[src/rtl/rgb2hsv_pipe.sv]
// rgb2hsv_pipe -- four-stage RGB to HSV converter with valid/ready flow control.
//
// Stages:
//   1: max / min / hue sector (tie priority R, then G, then B)
//   2: delta = max - min and the signed channel difference for the sector
//   3: hue quotient 60*diff/delta (signed, truncated toward zero) and
//      saturation delta*(2^CW-1)/max; both dividers are bypassed when
//      their divisor would be zero
//   4: sector offset, wrap of negative hue by +360, pack into out_hsv
//
// Ports:
//   pclk, rst   clock and synchronous active-high reset
//   in_valid    input pixel present
//   in_ready    input accepted this cycle
//   in_rgb      {R, G, B}, CW bits each, R in the MSBs
//   in_user     UW-bit sideband tag, passed through unchanged
//   out_valid   result present
//   out_ready   downstream accepts the result
//   out_hsv     {H[8:0], S[CW-1:0], V[CW-1:0]}
//   out_user    tag aligned with out_hsv
//   px_count    16-bit output-transfer counter, only present when the
//               macro RGB2HSV_PIXCNT_EN is defined
//
// Handshake: a transfer happens on a pclk edge where valid and ready are
// both high on that interface. The whole pipeline advances as one unit
// unless the output is stalled (out_valid && !out_ready); during a stall
// every stage holds. in_ready is !stall && !rst, so an input can enter on
// the same edge that the output drains.
module rgb2hsv_pipe #(
  parameter int CW = 8,
  parameter int UW = 1
) (
  input  logic              pclk,
  input  logic              rst,
  input  logic              in_valid,
  output logic              in_ready,
  input  logic [3*CW-1:0]   in_rgb,
  input  logic [UW-1:0]     in_user,
  output logic              out_valid,
  input  logic              out_ready,
  output logic [8+2*CW:0]   out_hsv,
  output logic [UW-1:0]     out_user
`ifdef RGB2HSV_PIXCNT_EN
  ,
  output logic [15:0]       px_count
`endif
);

  // Hue arithmetic width: |60*diff| < 2^(CW+6), plus sign and headroom.
  localparam int HW = CW + 8;
  localparam int SW = 2 * CW;

  localparam logic signed [HW-1:0] H_ONE   = HW'(1);
  localparam logic signed [HW-1:0] H_SIXTY = HW'(60);
  localparam logic signed [HW-1:0] H_120   = HW'(120);
  localparam logic signed [HW-1:0] H_240   = HW'(240);
  localparam logic signed [HW-1:0] H_360   = HW'(360);
  localparam logic [CW-1:0]        CMAX    = '1;

  typedef enum logic [1:0] {
    SEC_R = 2'd0,
    SEC_G = 2'd1,
    SEC_B = 2'd2
  } sector_t;

  logic stall;

  // ---------------- stage 1: max / min / sector ----------------
  logic [CW-1:0] in_r, in_g, in_b;
  logic [CW-1:0] c1_max, c1_min;
  sector_t       c1_sec;

  assign {in_r, in_g, in_b} = in_rgb;

  always_comb begin
    c1_sec = SEC_R;
    c1_max = in_r;
    if (in_r >= in_g && in_r >= in_b) begin
      c1_sec = SEC_R;
      c1_max = in_r;
    end else if (in_g >= in_b) begin
      c1_sec = SEC_G;
      c1_max = in_g;
    end else begin
      c1_sec = SEC_B;
      c1_max = in_b;
    end
    c1_min = in_r;
    if (in_g < c1_min) c1_min = in_g;
    if (in_b < c1_min) c1_min = in_b;
  end

  logic          s1_v;
  logic [CW-1:0] s1_r, s1_g, s1_b, s1_max, s1_min;
  sector_t       s1_sec;
  logic [UW-1:0] s1_user;

  // ---------------- stage 2: delta / diff ----------------
  logic [CW-1:0]        c2_delta;
  logic signed [CW:0]   c2_diff;

  always_comb begin
    c2_delta = s1_max - s1_min;
    c2_diff  = '0;
    case (s1_sec)
      SEC_R:   c2_diff = $signed({1'b0, s1_g}) - $signed({1'b0, s1_b});
      SEC_G:   c2_diff = $signed({1'b0, s1_b}) - $signed({1'b0, s1_r});
      default: c2_diff = $signed({1'b0, s1_r}) - $signed({1'b0, s1_g});
    endcase
  end

  logic               s2_v;
  logic [CW-1:0]      s2_max, s2_delta;
  logic signed [CW:0] s2_diff;
  sector_t            s2_sec;
  logic [UW-1:0]      s2_user;

  // ---------------- stage 3: dividers ----------------
  logic signed [HW-1:0] diff_ext, h_num, h_den, h_quo;
  logic [SW-1:0]        s_num, s_den, s_quo;
  logic [CW-1:0]        c3_s;

  always_comb begin
    diff_ext = HW'(s2_diff);
    h_num    = diff_ext * H_SIXTY;
    // A zero divisor is replaced by 1 so the divider never sees it; the
    // quotient is then forced to the bypass value anyway.
    h_den    = $signed({8'd0, s2_delta});
    if (s2_delta == '0) h_den = H_ONE;
    h_quo    = h_num / h_den;
    if (s2_delta == '0) h_quo = '0;

    s_num    = SW'(s2_delta) * SW'(CMAX);
    s_den    = SW'(s2_max);
    if (s2_max == '0) s_den = SW'(1);
    s_quo    = s_num / s_den;
    c3_s     = CW'(s_quo);
    if (s2_max == '0) c3_s = '0;
  end

  logic                 s3_v;
  logic signed [HW-1:0] s3_hq;
  logic [CW-1:0]        s3_s, s3_val;
  sector_t              s3_sec;
  logic [UW-1:0]        s3_user;

  // ---------------- stage 4: offset / wrap / pack ----------------
  logic signed [HW-1:0] h_off, h_sum, h_wrap;
  logic [8:0]           c4_h;

  always_comb begin
    h_off = '0;
    case (s3_sec)
      SEC_G:   h_off = H_120;
      SEC_B:   h_off = H_240;
      default: h_off = '0;
    endcase
    h_sum  = s3_hq + h_off;
    // Only the R sector can go negative (down to -60).
    h_wrap = h_sum[HW-1] ? (h_sum + H_360) : h_sum;
    c4_h   = 9'(h_wrap);
  end

  logic s4_v;

  assign out_valid = s4_v;
  assign stall     = s4_v && !out_ready;
  assign in_ready  = !stall && !rst;

  always_ff @(posedge pclk) begin
    if (rst) begin
      s1_v     <= 1'b0;
      s1_r     <= '0;
      s1_g     <= '0;
      s1_b     <= '0;
      s1_max   <= '0;
      s1_min   <= '0;
      s1_sec   <= SEC_R;
      s1_user  <= '0;
      s2_v     <= 1'b0;
      s2_max   <= '0;
      s2_delta <= '0;
      s2_diff  <= '0;
      s2_sec   <= SEC_R;
      s2_user  <= '0;
      s3_v     <= 1'b0;
      s3_hq    <= '0;
      s3_s     <= '0;
      s3_val   <= '0;
      s3_sec   <= SEC_R;
      s3_user  <= '0;
      s4_v     <= 1'b0;
      out_hsv  <= '0;
      out_user <= '0;
    end else if (!stall) begin
      // in_ready is high whenever this branch runs, so in_valid alone
      // marks an accepted pixel.
      s1_v     <= in_valid;
      s1_r     <= in_r;
      s1_g     <= in_g;
      s1_b     <= in_b;
      s1_max   <= c1_max;
      s1_min   <= c1_min;
      s1_sec   <= c1_sec;
      s1_user  <= in_user;

      s2_v     <= s1_v;
      s2_max   <= s1_max;
      s2_delta <= c2_delta;
      s2_diff  <= c2_diff;
      s2_sec   <= s1_sec;
      s2_user  <= s1_user;

      s3_v     <= s2_v;
      s3_hq    <= h_quo;
      s3_s     <= c3_s;
      s3_val   <= s2_max;
      s3_sec   <= s2_sec;
      s3_user  <= s2_user;

      s4_v     <= s3_v;
      // Output data only changes when a real pixel arrives, so bubbles
      // leave the last result in place.
      if (s3_v) begin
        out_hsv  <= {c4_h, s3_s, s3_val};
        out_user <= s3_user;
      end
    end
  end

`ifdef RGB2HSV_PIXCNT_EN
  always_ff @(posedge pclk) begin
    if (rst) begin
      px_count <= '0;
    end else if (out_valid && out_ready) begin
      px_count <= px_count + 16'd1;
    end
  end
`endif

endmodule

[config.mk]
export PLATFORM = sky130hd
export DESIGN_NAME = rgb2hsv_pipe
export DESIGN_NICKNAME = d
export VERILOG_FILES = /design/src/rtl/rgb2hsv_pipe.sv
export SDC_FILE = /design/constraint.sdc
export NUM_CORES = 1
export LEC_CHECK = 0
export CAP_MARGIN = 40
export CORE_ASPECT_RATIO = 2
export CORE_MARGIN = 8
export CORE_UTILIZATION = 45
export CTS_CLUSTER_DIAMETER = 60
export CTS_CLUSTER_SIZE = 8
export DETAILED_ROUTE_END_ITERATION = 6
export PLACE_DENSITY = 0.71
export SYNTH_ARGS = -nofsm -noshare
export SYNTH_HDL_FRONTEND = slang
export SYNTH_SLANG_ARGS = --single-unit
export TNS_END_PERCENT = 5
[constraint.sdc]
create_clock -name pclk -period 51.5 [get_ports pclk]
set_input_delay 15.45 -clock pclk [delete_from_list [all_inputs] [get_ports pclk]]
set_output_delay 15.45 -clock pclk [all_outputs]
set_load 0.01 [all_outputs]
==> metrics.md <==
| Metric | Value |
|---|---|
| Status | `finished, final reports clean` |
| Async SR Flop Fraction | `0` |
| Cell variety after synth | `127` |
| CTS buffer count | `17` |
| Cell Rows | `119` |
| CTS clock-pin slew for the worst setup and hold paths | `70 ps` |
| First-pass GRT wire length | `123000 µm` |
| Drt wl/cell | `19.8 µm` |
| DP Cell Count | `3870` |
| RSZ-0062 raised after global routing | `no` |
| Area grow syn2layout | `7.71%` |
| Drt total wl | `77500 µm` |
| Register area share after synthesis | `0.113` |
| Die W | `179 µm` |
| Post-CTS resize count | `0` |
| Synthesis-stage register bit count | `136` |
| Pins Over Slew Limit | `0` |
| I/O pins | `57` |
| Finished Layout Cells | `3904` |
| Starting Density | `0.455` |
| YS warnings | `0` |
| Final setup TNS | `0 ps` |
| Final WS setup | `5520 ps` |
| Clock latency on the worst-skew pair | `470 ps` |
| Post-CTS Setup Inserts | `0` |
| CP Capture Type | `flip-flop` |
| Hold crit path type | `flip-flop to flip-flop` |
| Overall routing resource usage | `0.252` |
| Die height | `343 µm` |
| Max clock buf depth | `2` |
| Pre-CTS WS | `6370 ps` |
| Rel. slew slack | `0.377` |
| Tightest Pin Transition | `933 ps` |
| Syn_nets | `3638` |
| Gate Count Post-Synth | `3224` |
| CP arrival | `46310 ps` |
| Largest net degree at the start of global routing | `73` |
| Clock root buffer | `clkbuf_16` |
| Final Hold Violating Endpoints | `0` |
| Vias | `24400` |
| Minimum clock period | `45980 ps` |
| First DRT Iteration DRCs | `1442` |
| First-pass DRT Iterations | `5` |
| Clock Skews | `12.4 ps` |
| Max-cap viol count | `0` |
| Grt total ovfl | `0` |
| Die area | `0.0614 mm²` |
| Synthesized area | `0.0240 mm²` |
| Worst EP required | `51820 ps` |
| ANT cells | `0` |
| Critical path type | `flip-flop to flip-flop` |
| Startpoint types | `flip-flop` |
| Setup-failing EPs final | `0` |
| Vias per cell | `6.26` |
| CP max stage delay | `760 ps` |
| DRC viols | `0` |
| Commonest non-fill, non-tap cells in the layout | `382 x nand2_1, 338 x ha_1, 276 x a21oi_1` |
| CTS sink cnt | `136` |
| Slowest-stage cell, CP | `a311oi_1` |
| Post-synth EDFFs | `0` |
| Final net count | `3640` |
| Post-synth top flop | `dfxtp_1` |
| Fin crit share | `0.893` |
| Port bufs | `56` |
| Max FO, Critical Path | `19` |
| Layout cell share with drive strength beyond 1 | `0.0676` |
| Vias in the first global route | `24600` |
| Htree depth | `4` |
| Core area | `0.0527 mm²` |
| CTS tree | `done` |
| Antenna Nets Post-Route | `0` |
| Mean post-synth cell area | `7.44 µm²` |
| Initial antenna violation count | `1` |
| Hpwl dp | `62100 µm` |
| Most common cell after layout, fill and taps aside | `nand2_1` |
| FMAX | `21.7 MHz` |
| Fin util | `0.490` |
| Hold Buf Count CTS | `0` |
| Final Wtd Congestion | `1.02` |
-- stage by stage --
| step | area, µm² | hold WS (ps) |
|---|---|---|
| after floorplan | 24000 | 425 |
| after global placement | 25100 | 434 |
| after detailed placement | 25200 | 442 |
| after CTS | 25800 | 454 |
| after global routing | 25800 | 469 |
| final | 25800 | 454 |
-- per-layer routing --
layer	up-vias	wire length (µm)	track usage
met4	2	5950	0.178
li1	11700	-	-
met1	11500	27400	0.243
met2	806	40800	0.478
met5	-	12	0
met3	356	3230	0.0351
-- registers in the layout, indices dropped and copies added, names as in the netlist, 2 cells and up --
name	count
out_hsv	25
s3_hq	16
s2_diff	9
s1_b	8
s1_g	8
s1_max	8
s1_min	8
s1_r	8
s2_delta	8
s2_max	8
s3_s	8
s3_val	8
s1_sec	2
s2_sec	2
s3_sec	2
-- synth_stat cells (47+ instances only) --
master	n	area, µm²
xnor2_1	123	1080
nor2_1	242	908
a211oi_1	50	375
o31ai_1	51	383
dfxtp_1	136	2720
nor3_1	132	661
nor2b_1	48	300
xor2_1	57	499
nand2_1	382	1430
a21oi_1	276	1380
mux2_2	57	642
nand3_1	60	300
clkbuf_1	78	293
fa_1	47	941
a21o_1	76	571
o21ai_0	145	726
o21a_1	117	878
inv_1	209	785
ha_1	338	4230
nand2b_1	48	300
-- final timing paths --
path	slack, ps	cells after the start	from	endpoint
max	5520	193	s2_diff[0]	s3_hq[12]
min	450	2	s1_min[4]	s1_min[4]
max reg2reg	5520	193	s2_diff[0]	s3_hq[12]
min reg2reg	450	2	s1_min[4]	s1_min[4]
-- cell type report --
class / count / area, µm²
Fill cell: 5360 / 26900
Multi-Input combinational cell: 2767 / 20000
Sequential cell: 136 / 2720
Timing Repair Buffer: 93 / 847
Tap cell: 665 / 832
Inverter: 211 / 792
Clock buffer: 17 / 425
Clock inverter: 15 / 201
-- worst max-delay path: cells and delay by family (launching register included) --
kind	cells	cell delay, ps
buffers and inverters	6	1180
adders and majority gates	22	6800
AOI/OAI and AO/OA	99	22530
DFF	1	520
muxes	4	1430
and+or+nand+nor	57	12310
xor gates and xnor gates	5	920
-- logic make-up (layout without fill, tap and decap cells) --
kind of cell,after synthesis,after routing,share of synthesized area
compound gates,978,978,0.279
fa+ha+maj,386,386,0.216
simple gates,1123,1123,0.226
buf+inv,321,336,0.0530
flops,136,136,0.113
mux,98,98,0.0453
xor+xnor,182,182,0.0671
Power is not shown: default switching activity piles up to over one toggle a cycle in this logic, so the estimate is an artifact.
